## src/rtl/tlv5618_rx.sv

```systemverilog
// ============================================================================
// Module      : tlv5618_rx
// Description : TLV5618-style 3-wire serial receiver. Decodes 16-bit words
//               into DAC A/B codes, a double-buffer latch and SPD/PWR bits.
//               Optional macro TLV5618_RX_ERR_CNT_EN adds a saturating
//               8-bit frame-error counter output (err_cnt).
// Revision    : 1.0 - initial release
// ============================================================================
`default_nettype none

module tlv5618_rx #(
    parameter int SYNC_STAGES = 2
) (
    input  logic        clk,
    input  logic        rst,
    input  logic        DAC_CS_N,
    input  logic        DAC_SCLK,
    input  logic        DAC_DIN,
    output logic [11:0] dac_a,
    output logic [11:0] dac_b,
    output logic [11:0] dac_buf,
    output logic        speed,
    output logic        pwr_down,
    output logic        word_valid,
    output logic        frame_err
`ifdef TLV5618_RX_ERR_CNT_EN
    ,
    output logic [7:0]  err_cnt
`endif
);

    typedef enum logic [1:0] {
        IDLE   = 2'd0,
        SHIFT  = 2'd1,
        DECODE = 2'd2
    } state_t;

    localparam logic [4:0] c_WORD_BITS = 5'd16;
    localparam logic [4:0] c_CNT_MAX   = 5'd17;

    state_t                   r_state;
    state_t                   w_next;
    logic [SYNC_STAGES-1:0]   r_cs_sync;
    logic [SYNC_STAGES-1:0]   r_sclk_sync;
    logic [SYNC_STAGES-1:0]   r_din_sync;
    logic                     r_cs_prev;
    logic                     r_sclk_prev;
    logic                     r_pend;
    logic [15:0]              r_shift;
    logic [4:0]               r_cnt;

    logic                     w_cs;
    logic                     w_sclk;
    logic                     w_din;
    logic                     w_cs_fall;
    logic                     w_cs_rise;
    logic                     w_sclk_fall;
    logic [1:0]               w_cmd;
    logic                     w_good_len;
    logic                     w_valid_set;
    logic                     w_err_set;

    always_ff @(posedge clk or posedge rst) begin
        if (rst) begin
            r_cs_sync   <= '1;
            r_sclk_sync <= '0;
            r_din_sync  <= '0;
            r_cs_prev   <= 1'b1;
            r_sclk_prev <= 1'b0;
        end else begin
            r_cs_sync   <= {r_cs_sync[SYNC_STAGES-2:0], DAC_CS_N};
            r_sclk_sync <= {r_sclk_sync[SYNC_STAGES-2:0], DAC_SCLK};
            r_din_sync  <= {r_din_sync[SYNC_STAGES-2:0], DAC_DIN};
            r_cs_prev   <= w_cs;
            r_sclk_prev <= w_sclk;
        end
    end

    assign w_cs        = r_cs_sync[SYNC_STAGES-1];
    assign w_sclk      = r_sclk_sync[SYNC_STAGES-1];
    assign w_din       = r_din_sync[SYNC_STAGES-1];
    assign w_cs_fall   = r_cs_prev & ~w_cs;
    assign w_cs_rise   = ~r_cs_prev & w_cs;
    assign w_sclk_fall = r_sclk_prev & ~w_sclk;

    // Command is {R1, R0}; the reserved code 2'b11 is rejected like a bad length.
    assign w_cmd       = {r_shift[15], r_shift[12]};
    assign w_good_len  = (r_cnt == c_WORD_BITS);
    assign w_valid_set = (r_state == DECODE) && w_good_len && (w_cmd != 2'b11);
    assign w_err_set   = (r_state == DECODE) && (!w_good_len || (w_cmd == 2'b11));

    always_ff @(posedge clk or posedge rst) begin
        if (rst) begin
            r_state <= IDLE;
        end else begin
            r_state <= w_next;
        end
    end

    always_comb begin
        w_next = r_state;
        case (r_state)
            IDLE:    if (w_cs_fall || r_pend) w_next = SHIFT;
            SHIFT:   if (w_cs_rise) w_next = DECODE;
            DECODE:  w_next = IDLE;
            default: w_next = IDLE;
        endcase
    end

    always_ff @(posedge clk or posedge rst) begin
        if (rst) begin
            r_shift    <= '0;
            r_cnt      <= '0;
            r_pend     <= 1'b0;
            dac_a      <= '0;
            dac_b      <= '0;
            dac_buf    <= '0;
            speed      <= 1'b0;
            pwr_down   <= 1'b0;
            word_valid <= 1'b0;
            frame_err  <= 1'b0;
        end else begin
            word_valid <= w_valid_set;
            frame_err  <= w_err_set;
            case (r_state)
                IDLE: begin
                    if (w_cs_fall || r_pend) begin
                        r_shift <= '0;
                        r_cnt   <= '0;
                        r_pend  <= 1'b0;
                    end
                end
                SHIFT: begin
                    if (w_sclk_fall) begin
                        r_shift <= {r_shift[14:0], w_din};
                        if (r_cnt != c_CNT_MAX) r_cnt <= r_cnt + 5'd1;
                    end
                end
                DECODE: begin
                    // A new frame may start while we decode; remember it for IDLE.
                    if (w_cs_fall) r_pend <= 1'b1;
                    if (w_good_len) begin
                        speed    <= r_shift[14];
                        pwr_down <= r_shift[13];
                        case (w_cmd)
                            2'b00: begin
                                dac_b   <= r_shift[11:0];
                                dac_buf <= r_shift[11:0];
                            end
                            2'b01: dac_buf <= r_shift[11:0];
                            2'b10: begin
                                dac_a <= r_shift[11:0];
                                dac_b <= dac_buf;
                            end
                            default: ;
                        endcase
                    end
                end
                default: ;
            endcase
        end
    end

`ifdef TLV5618_RX_ERR_CNT_EN
    always_ff @(posedge clk or posedge rst) begin
        if (rst) begin
            err_cnt <= '0;
        end else if (w_err_set && (err_cnt != 8'hFF)) begin
            err_cnt <= err_cnt + 8'd1;
        end
    end
`endif

endmodule

`default_nettype wire

```

## config.mk

```make
export PLATFORM = sky130hd
export DESIGN_NAME = tlv5618_rx
export DESIGN_NICKNAME = d
export VERILOG_FILES = /design/src/rtl/tlv5618_rx.sv
export SDC_FILE = /design/constraint.sdc
export NUM_CORES = 1
export LEC_CHECK = 0
export ABC_CLOCK_PERIOD_IN_PS = 4600
export CAP_MARGIN = 20
export CORE_MARGIN = 2
export CORE_UTILIZATION = 40
export CTS_BUF_LIST = sky130_fd_sc_hd__clkbuf_4 sky130_fd_sc_hd__clkbuf_8
export CTS_CLUSTER_DIAMETER = 40
export DETAILED_ROUTE_END_ITERATION = 8
export DONT_BUFFER_PORTS = 1
export SYNTH_ARGS = -nofsm -noshare
export SYNTH_HDL_FRONTEND = slang
export SYNTH_SLANG_ARGS = --single-unit
```

## constraint.sdc

```tcl
create_clock -name clk -period 4.6 [get_ports clk]
set_input_delay 0.46 -clock clk [delete_from_list [all_inputs] [get_ports clk]]
set_output_delay 0.46 -clock clk [all_outputs]
set_load 0.05 [all_outputs]
```

==> impl_results.md, run 1 <==
- Routability congestion estimate: 0.8077
- Status: finished clean
- P&R area growth vs syn: 10.38%
- Req. time, crit path: about 4.8 ns
- Hpwl dp: 3603 µm
- Syn Std Cell Area: 2978 µm²
- Synth cell types: 33
- Port bufs: 0
- Clock sink count: between 70 and 80
- DRC: 0
- Net Count, Synth: 252
- Largest net degree at the start of global routing: 39
- Via count: 1703
- Largest stage delay on the critical path: 0.76 ns
- CP Launch Type: register
- Adder-cell share of the synthesized area: 1.261%
- Drt via density: 4.880
- Reg-to-reg setup timing slack: between 2 and 2.5 ns
- Multiplexer area fraction after synthesis: about 15%
- Vert. Die Dim: 90.28 µm
- Post-synthesis sequential area ratio: 60.63%
- N_diodes: 0
- Dominant cell type by area after synthesis: dfrtp_1
- Xor and xnor area share after synthesis: 0%
- Final Hold Fails: 0
- Fin crit share: roughly 56%
- Most common cell after layout, fill and taps aside: dfrtp_1
- Crit Reg-Reg Startpoint: r_cnt[0]
- Crit-path max FO: 25
- Die W: 90.28 µm
- Commonest cells after routing, fill and taps aside: dfrtp_1 (69), nand2_1 (33), o21ai_0 (23)
- Final Net Count: 254
- DRT iter0 DRCs: 44
- Crit-path cells: inv_1, ha_1, nand4bb_4, nor3_4, nand2_2, mux2_4
- Post-route antenna net violation count: 0
- R2r worst-path depth: 6
- First-pass GRT wire length: 9246 µm
- FF+latch count, synth: 72
- CTS Buf Count: 9
- Pins over their slew limit: 0
- Cts repair resizes: 0
- RSZ-0062 raised after global routing: false
- Achievable Freq: a little under 0.4 GHz
- DR WL/cell: 15.59 µm
- Setup_tns: 0 ns
- CP Capture Type: register
- Core area: a little over 7000 µm²
- Largest cells by area after synthesis: dfrtp_1 (58%), mux2_2 (6.1%), mux2_4 (5.0%)
- Number of synthesis warnings: 0
- Die footprint: approximately 8000 µm²
- GRT Resource Usage Total: 14.55%
- Cell count after synthesis: approximately 240
- Mean Syn Cell Area: 12.20 µm²
- Clock latency at the later pin of the worst-skew pair: 0.34 ns
- PwrDens: 454.3 nW/µm²
- Share of cells above drive strength 1: 22.40%
- CTS Buffer Depth: 2
- Critical path class: reg -> reg
- Worst EP arrival: 2.82 ns
- Worst-Margin Slew: 0.9700 ns
- WHS: 0.1150 ns
- H-tree depth: 3
- Worst slew margin: 35.12%
- Setup Viol. Count Final: 0
- RR Endpoint: dac_a[11]
- Simple-Gate Fraction of Synth Area: roughly an eighth
- Worst vdd ir: 0.2068 mV
- HP Class: in -> async
- Clock transition at path regs: around 0.070 ns
- Post-CTS Setup Bufs: 0
- Cell Rows: 31
- Post-synth top area share: between 50% and 60%
- Initial antenna violation count: 0
- Leakage Power: 1.507 nW
- Final Critical Period: 2.592 ns
- Largest family of logic cells by synthesized area: multiplexers
- First-pass iteration count of the detailed router: 4
- Max Cap Viol: 0
- Filler instances: 698
- Slowest cell on crit path: nor3_4
- Vias in the first global route: 1727
- Routed wire length: about 5400 µm
- CTS Root Cell: clkbuf_8
- Ports: 45
- GR Overflow Total: 0
- Compound-Gate Fraction of Synth Area: 7.311%
- Cts hold-fix bufs: 0
- TritonCTS clock tree: yes
- Initial Util: 41.28%
- Clk_skew: 0.009477 ns
registers in the layout (all words and copies together) (netlist names):
register,cells
r_shift,16
dac_a,12
dac_b,12
dac_buf,12
r_cnt,5
r_cs_sync,2
r_din_sync,2
r_sclk_sync,2
r_state,2
frame_err,1
pwr_down,1
r_cs_prev,1
r_pend,1
r_sclk_prev,1
speed,1
word_valid,1
cell families (layout without fill, tap and decap cells):
group / count (synthesis) / in the layout
adders and majority gates: 3 / 3
DFF: 72 / 72
and+or+nand+nor: 72 / 72
muxes: 38 / 38
buffers and inverters: 18 / 24
AOI/OAI and AO/OA: 41 / 41
cell usage after synthesis:
master     number
clkbuf_1        4
nor2_1         17
inv_1           6
a221o_1         1
and3_1          1
dfstp_2         3
a21oi_1        14
nor3_4          1
o21ai_0        23
a21o_1          1
o22a_1          1
nand4_1         2
nand2_2         1
nand3_1         3
mux2_2         16
nand2b_1        4
nand2_1        33
a31oi_1         1
nor2b_1         2
ha_1            3
buf_6           1
nor2_4          1
clkbuf_8        1
nand4bb_1       1
buf_2           6
nand4bb_4       1
dfrtp_1        69
or2_2           1
mux2_4         10
and2b_1         1
mux2i_1        12
or4b_2          2
nand2b_2        1
worst max-delay path by stage:
stage | from | to | slack, ns
after floorplan | rst | dac_a[0] | 2.32
after global placement | r_cnt[0] | dac_a[7] | 2.05
after detailed placement | r_cnt[0] | dac_a[8] | 2.00
after CTS | r_cnt[0] | dac_a[11] | 1.99
after global routing | r_cnt[0] | dac_a[5] | 1.81
final | r_cnt[0] | dac_a[11] | 2.01
per-layer routing:
layer / global-route usage [%] / part of all wire [%] / up-vias
met2: 20.80 / 46 / 35
met5: 0 / 0 / -
met1: 19.83 / 47 / 824
met4: 6.538 / 1.2 / 0
li1: - / - / 839
met3: 5.342 / 6.3 / 5
critical path: cells and delay by family (launching register included):
kind,cells,cell delay (ns)
and+or+nand+nor,3,1.36
DFF,1,0.44
muxes,1,0.42
adders and majority gates,1,0.18
buffers and inverters,1,0.08
layout make-up:
cell class                      count  area [µm²]  area share (%)
Clock buffer                       10       131.4           3.997
Clock inverter                      5       81.33           2.474
Inverter                            6       22.52          0.6852
Multi-Input combinational cell    154        1080           32.85
Sequential cell                    72        1805           54.93
Tap cell                           99       123.9           3.769
Timing Repair Buffer                3       42.54           1.294
per-stage QoR:
stage	total power (W)	instances	setup WS [ns]	utilization (%)	cell area, µm²
floorplan	0.0008866	244	2.320	-	2978
global placement	0.0009284	333	2.050	42.23	3047
detailed placement	0.0009360	333	2.000	42.23	3047
CTS	0.001482	348	1.988	45.18	3259
global route	0.001581	349	1.812	45.56	3287
finish	0.001493	349	2.008	45.56	3287
power breakdown:
group          leakage (nW)  total, W  switching [W]  internal [W]
clock network         0.106  0.000540       0.000231      0.000310
logic                 0.424  0.000226       0.000139     0.0000873
registers             0.978  0.000726      0.0000544      0.000672
total                  1.51   0.00149       0.000424       0.00107
Note: power is estimated with default switching activity, not from simulation.
==> inputs of run 2 (changes only) <==
--- a/config.mk
+++ b/config.mk
@@ -5,7 +5,7 @@
 export SDC_FILE = /design/constraint.sdc
 export NUM_CORES = 1
 export LEC_CHECK = 0
-export ABC_CLOCK_PERIOD_IN_PS = 4600
+export ABC_CLOCK_PERIOD_IN_PS = 2400
 export CAP_MARGIN = 20
 export CORE_MARGIN = 2
 export CORE_UTILIZATION = 40
==> constraint.sdc (replaced) <==
create_clock -name clk -period 2.4 [get_ports clk]
set_input_delay 0.24 -clock clk [delete_from_list [all_inputs] [get_ports clk]]
set_output_delay 0.24 -clock clk [all_outputs]
set_load 0.05 [all_outputs]
==> run 2 against run 1 <==
Compared with the run above: routed wire length grew 0.75%; die area is the same; worst hold slack gained 0.24 ns; final cell count grew 2.3%; sequential power grew 91%; clock skew grew 0.0053 ns; critical path depth is the same; first-iteration DRC count grew 82%; core utilization grew 0.99 points; critical path type unchanged; largest cell class unchanged; highest routed layer unchanged.
==> impl_results.md, run 2 (synthesis results as in run 1) <==
- Met2 routed WL: 2550 µm (+2.5%)
- Share of cells above drive strength 1: 23.26% (+0.86 points)
- H-tree depth: 3 (unchanged)
- Critical path class: reg -> reg
- CP Launch Type: register
- RR Endpoint: dac_buf[1]
- Largest stage delay on the critical path: 0.43 ns (-0.33 ns)
- CTS Root Cell: clkbuf_8
- Die W: 90.28 µm (unchanged)
- DRC: 0 (unchanged)
- Initial antenna violation count: 0 (unchanged)
- Vias in the first global route: 1849 (+7.1%)
- Ports: 45 (unchanged)
- Clock sink count: 72 (unchanged)
- Vert. Die Dim: 90.28 µm (unchanged)
- Achievable Freq: 0.5002 GHz (+30%)
- CTS Buf Count: 9 (unchanged)
- Routability congestion estimate: 0.7290 (-9.7%)
- Critical hold path startpoint: r_sclk_sync[0]
- DRT iter0 DRCs: 80 (+82%)
- Cts repair resizes: 0 (unchanged)
- First-pass iteration count of the detailed router: 4 (unchanged)
- Routed wire length: 5482 µm (+0.75%)
- Hpwl dp: 3641 µm (+1.0%)
- N_diodes: 0 (unchanged)
- Setup_tns: 0 ns (unchanged)
- Die footprint: 8150 µm² (unchanged)
- Worst slew margin: 58.66% (+24 points)
- Post-place setup slack: 0.3913 ns (-1.608 ns)
- Crit-path cells: inv_1, ha_1, nand4bb_4, or2_2, nor2_4, mux2_2
- Post-CTS Setup Bufs: 0 (unchanged)
- RSZ-0062 raised after global routing: false
- Clock transition at path regs: 0.08 ns (about the same)
- Post-route antenna net violation count: 0 (unchanged)
- Core area: 7214 µm² (unchanged)
- Req. time, crit path: 2.62 ns (-2.20 ns)
- HP Class: reg -> reg
- Initial Util: 41.28% (unchanged)
- Final Hold Fails: 0 (unchanged)
- Footprint of the multi-input gates: 1080 µm² (unchanged)
- Crit-path max FO: 12 (-52%)
- Leakage Power: 1.544 nW (+2.4%)
- WHS Path Cells: 0
- Seq. cell area: 1805 µm² (unchanged)
- Worst-Margin Slew: 0.6192 ns (-0.3509 ns)
- Worst EP arrival: 2.22 ns (-0.60 ns)
- Drt via density: 4.955 (+1.5%)
- GR Overflow Total: 0 (unchanged)
- R2r worst-path depth: 6 (unchanged)
- Filler instances: 675 (-3.3%)
- Status: finished clean
- Slowest cell on crit path: dfrtp_1
- Most common cell after layout, fill and taps aside: dfrtp_1
- Highest Signal Layer: met4
- M1 WL: 2584 µm (+1.5%)
- Crit Reg-Reg Startpoint: r_cnt[0]
- Max Cap Viol: 0 (unchanged)
- Largest net degree at the start of global routing: 46 (+18%)
- Reg-to-reg setup timing slack: 0.40 ns (-1.61 ns)
- Top reg by flops: r_shift
- Final WS setup: 0.4009 ns (-1.607 ns)
- Worst vdd ir: 0.4716 mV (+130%)
- Clock latency at the later pin of the worst-skew pair: 0.34 ns (about the same)
- Final Net Count: 261 (+2.8%)
- Pins over their slew limit: 0 (unchanged)
- DR WL/cell: 15.36 µm (-1.5%)
- Final Critical Period: 1.999 ns (-0.5932 ns)
- Max reg flops: 16 (unchanged)
- Worst Hold Endpoint: r_sclk_sync[1]
- Fin crit share: 83.30% (+27 points)
- PwrDens: 860.6 nW/µm² (+89%)
- Port bufs: 0 (unchanged)
- Setup Viol. Count Final: 0 (unchanged)
- P&R area growth vs syn: 12.77%
- Clk_skew: 0.01481 ns (+0.005331 ns)
- Commonest cells after routing, fill and taps aside: dfrtp_1 (69), nand2_1 (33), o21ai_0 (23)
- Cell Rows: 31 (unchanged)
- Met3 routed WL: 256 µm (-25%)
- Via count: 1769 (+3.9%)
- GRT Resource Usage Total: 15.29% (+0.74 points)
- First-pass GRT wire length: 9715 µm (+5.1%)
- CP Capture Type: register
- CTS Buffer Depth: 2 (unchanged)
- TritonCTS clock tree: yes
## run 2: worst max-delay path by stage
stage,slack [ns],endpoint,from,cells past startpoint
2_1_floorplan,0.34,dac_a[0],rst,1
3_3_place_gp,0.44,dac_buf[3],r_cnt[0],6
3_5_place_dp,0.39,dac_buf[11],r_cnt[0],6
4_1_cts,0.37,dac_buf[1],r_cnt[0],6
5_1_grt,0.24,dac_buf[4],r_cnt[0],6
6_report,0.40,dac_buf[1],r_cnt[0],6
## run 2: final cells by class
class                   instances  area share, %
flip-flops and latches         72          53.76
inverters                       6         0.6706
multi-input cells             154          32.15
clock buffers                  12          4.545
well taps                      99          3.689
repair buffers                 10          2.906
clock inverters                 4          2.273
## run 2: worst max-delay path: cells and delay by family (launching register included)
kind          cells  cell delay [ns]
mux               1             0.38
buf+inv           1             0.08
simple gates      3             0.79
fa+ha+maj         1             0.19
flops             1             0.43
## run 2: repair_timing
item,CTS,global route
setup endpoints to repair,0,0
hold endpoints to repair,27,0
hold buffers,4,0
## run 2: per-layer routing
metal / GRT usage, % / vias up
met5: 0 / -
met3: 5.175 / 6
li1: - / 850
met1: 20.99 / 870
met4: 5.769 / 0
met2: 22.56 / 43
## run 2: report_power, final
part	internal [W]	leakage, nW	switching, W
clock network	0.000642	0.114	0.000454
logic	0.000145	0.452	0.000258
registers	0.00129	0.978	0.000103
total	0.00208	1.54	0.000815
## run 2: per-stage QoR
| stage | hold WS [ns] | total power, W | cell area (µm²) | instances | utilization [%] |
|---|---|---|---|---|---|
| after floorplan | 0.2445 | 0.001699 | 2978 | 244 | - |
| after detailed placement | 0.2445 | 0.001823 | 3089 | 337 | 42.82 |
| final | 0.3511 | 0.002890 | 3358 | 357 | 46.55 |
| after global placement | 0.2445 | 0.001808 | 3089 | 337 | 42.82 |
| after CTS | 0.3551 | 0.002925 | 3358 | 357 | 46.55 |
| after global routing | 0.3596 | 0.003063 | 3358 | 357 | 46.55 |
==> inputs of run 3 (changes only) <==
--- a/config.mk
+++ b/config.mk
@@ -5,7 +5,8 @@
 export SDC_FILE = /design/constraint.sdc
 export NUM_CORES = 1
 export LEC_CHECK = 0
-export ABC_CLOCK_PERIOD_IN_PS = 2400
+export ABC_AREA = 1
+export ABC_CLOCK_PERIOD_IN_PS = 1830
 export CAP_MARGIN = 20
 export CORE_MARGIN = 2
 export CORE_UTILIZATION = 40
==> constraint.sdc (replaced) <==
create_clock -name clk -period 1.83 [get_ports clk]
set_input_delay 0.183 -clock clk [delete_from_list [all_inputs] [get_ports clk]]
set_output_delay 0.183 -clock clk [all_outputs]
set_load 0.05 [all_outputs]
==> run 3 against run 2 <==
Compared with the run above: clock power is 13% higher; global-route usage is 1.4 points higher; core utilization is 0.052 points lower; largest cell class unchanged; synthesized cell count is 53% higher; power is 22% higher; clock skew is 0.0038 ns lower; register-to-register slack worse by 0.21 ns; area after synthesis is 4.0% higher; critical path type unchanged; die area is 3.8% higher; design area is 5.3% higher; final cell count is 39% higher.
==> impl_results.md, run 3 <==
- Top reg by flops: r_shift
- P&R area growth vs syn: 14.22%
- Largest stage delay on the critical path: 0.44 ns (about the same)
- Worst vdd ir: 0.4690 mV (-0.56%)
- # placed instances: 478 (+42%)
- CTS Buffer Depth: 2 (unchanged)
- DRT iter0 DRCs: 138 (+73%)
- Via count: 2351 (+33%)
- Clk_skew: 0.01106 ns (-0.003751 ns)
- H-tree depth: 3 (unchanged)
- Vert. Die Dim: 91.99 µm (+1.9%)
- GRT Resource Usage Total: 16.70% (+1.4 points)
- Number of synthesis warnings: 0 (unchanged)
- Dpl cell area: 3298 µm² (+6.8%)
- Crit-path cells: inv_1, ha_1, nand3_2, nor2_4, nand2_1, nand2_1, nand2_1
- Port bufs: 0 (unchanged)
- Clock latency at the later pin of the worst-skew pair: 0.35 ns (about the same)
- FF+latch count, synth: 72 (unchanged)
- TritonCTS clock tree: yes
- Initial Util: 40.71% (-0.57 points)
- Mean Syn Cell Area: 8.302 µm² (-32%)
- PwrDens: 1000 nW/µm² (+16%)
- Pins over their slew limit: 0 (unchanged)
- First-pass iteration count of the detailed router: 4 (unchanged)
- Overall Power: 0.003538 W (+22%)
- Initial antenna violation count: 0 (unchanged)
- HP Class: reg -> reg
- GR Overflow Total: 0 (unchanged)
- Final Net Count: 399 (+53%)
- CTS Buf Count: 9 (unchanged)
- Max reg flops: 16 (unchanged)
- Largest net degree at the start of global routing: 38 (-17%)
- Post-route cell area: 3537 µm² (+5.3%)
- Req. time, crit path: 2.07 ns (-0.55 ns)
- CP bufs+invs: 1 (unchanged)
- Leakage Power: 1.863 nW (+21%)
- Final Non-Filler Cells: 498 (+39%)
- Vias in the first global route: 2296 (+24%)
- Critical path class: reg -> reg
- Synth cell types: 19 (-42%)
- Routed wire length: 6447 µm (+18%)
- First-pass GRT wire length: 11110 µm (+14%)
- Post-synth EDFFs: 0 (unchanged)
- Worst slew margin: 58.00% (-0.67 points)
- N_diodes: 0 (unchanged)
- Cell family with most CP delay: simple AND/OR/NAND/NOR gates
- Setup Viol. Count Final: 0 (unchanged)
- DR WL/cell: 12.95 µm (-16%)
- Die footprint: 8461 µm² (+3.8%)
- Most common cell after layout, fill and taps aside: nand2_1
- Post-route antenna net violation count: 0 (unchanged)
- Core area: 7607 µm² (+5.4%)
- Filler instances: 761 (+13%)
- Dominant cell type by area after synthesis: dfrtp_1
- CP Launch Type: register
- Final Critical Period: 1.636 ns (-0.3627 ns)
- Die W: 91.99 µm (+1.9%)
- Worst EP arrival: 1.88 ns (-0.34 ns)
- Cell count after synthesis: 373 (+53%)
- CP Capture Type: register
- Clock transition at path regs: 0.08 ns (about the same)
- Post-synth top area share: 55.76% (-2.2 points)
- Routability congestion estimate: 0.8734 (+20%)
- Fin crit share: 89.42% (+6.1 points)
- Status: finished clean
- Drt via density: 4.721 (-4.7%)
- Cell Rows: 32 (+3.2%)
- Achievable Freq: 0.6111 GHz (+22%)
- Ports: 45 (unchanged)
- CTS Root Cell: clkbuf_8
- FFs w/ async S/R, synth: 100.0% (unchanged)
- Top-count cell post-synth: nand2_1
- Max Cap Viol: 0 (unchanged)
- Commonest cells after routing, fill and taps aside: nand2_1 (178), dfrtp_1 (69), nand3_1 (44)
- Crit-path max FO: 12 (unchanged)
- DRC: 0 (unchanged)
- Predominant post-synthesis flop cell: dfrtp_1
- Final Hold Fails: 0 (unchanged)
- Net Count, Synth: 381 (+51%)
- Slowest cell on crit path: dfrtp_1
- Syn Std Cell Area: 3097 µm² (+4.0%)
- Most used cell, CP: nand2_1
- Most common library cells after synthesis: nand2_1 (179), dfrtp_1 (69), nand3_1 (44)
- Hpwl dp: 4429 µm (+22%)
- Reg-to-reg setup timing slack: 0.19 ns (-0.21 ns)
- Share of cells above drive strength 1: 11.11% (-12 points)
- Worst-Margin Slew: 0.6287 ns (+0.009577 ns)
- Clock sink count: 72 (unchanged)
- Largest cells by area after synthesis: dfrtp_1 (56%), nand2_1 (22%), nand3_1 (7.1%)
- Post-synthesis sequential area ratio: 58.30% (-2.3 points)
-- run 3: changes by cell type after synthesis, sizes merged, moves of 4 or more --
| cell | previous run | this run |
|---|---|---|
| nand2 | 34 | 179 |
| nand3 | 3 | 45 |
| mux2 | 26 | 0 |
| a21oi | 14 | 1 |
| inv | 6 | 19 |
| mux2i | 12 | 0 |
| buf | 7 | 13 |
| nand2b | 5 | 0 |
| nor2 | 18 | 13 |
| o21ai | 23 | 19 |
-- run 3: kinds of logic after synthesis --
| group | synth area share (%) |
|---|---|
| AOI/OAI and AO/OA | 3.475 |
| DFF | 58.30 |
| and+or+nand+nor | 31.72 |
| adders and majority gates | 1.212 |
| buffers and inverters | 5.292 |
-- run 3: through the flow --
stage               setup WS (ns)  hold WS, ns  utilization, %     TNS, ns
floorplan                  0.5043       0.1875               -           0
global placement           0.2635       0.1659           43.36           0
detailed placement         0.1902       0.1688           43.36           0
CTS                        0.1618       0.3541           46.46           0
global route           -0.0002784       0.3590           46.50  -0.0002784
finish                     0.1936       0.3532           46.50           0
-- run 3: report_power, final --
part	leakage [nW]	switching [W]	internal [W]
registers	0.979	0.0000952	0.00167
clock network	0.0952	0.000611	0.000628
logic	0.789	0.000380	0.000156
total	1.86	0.00109	0.00245
-- run 3: area by class of cell --
type / count / area [µm²] / share of cell area (%)
clock buffers: 9 / 123.9 / 3.502
clock inverters: 7 / 72.57 / 2.052
inverters: 19 / 75.07 / 2.122
multi-input cells: 265 / 1130 / 31.94
flip-flops and latches: 72 / 1805 / 51.04
well taps: 102 / 127.6 / 3.608
repair buffers: 24 / 202.7 / 5.730
-- run 3: repair_timing --
item                       in CTS  in global routing
setup endpoints to repair       0                  3
setup buffers                   0                  0
hold endpoints to repair       26                  0
gates resized for setup         0                  1
hold buffers                    4                  0
-- run 3: layer usage --
| metal | track usage, % | wire, µm | vias up |
|---|---|---|---|
| li1 | - | - | 1207 |
| met1 | 21.72 | 3142 | 1084 |
| met2 | 25.06 | 2753 | 49 |
| met3 | 5.670 | 429 | 11 |
| met4 | 8.085 | 121 | 0 |
| met5 | 0 | 0 | - |
-- run 3: worst paths after layout --
check / startpoint / endpoint / cells after the start
max in group asynchronous: rst / r_shift[7] / 3
worst max register to register: r_cnt[0] / dac_b[8] / 7
min in group asynchronous: rst / dac_buf[10] / 2
worst min register to register: r_din_sync[0] / r_din_sync[1] / 0
worst max-delay path: r_cnt[0] / dac_b[8] / 7
worst min-delay path: r_din_sync[0] / r_din_sync[1] / 0
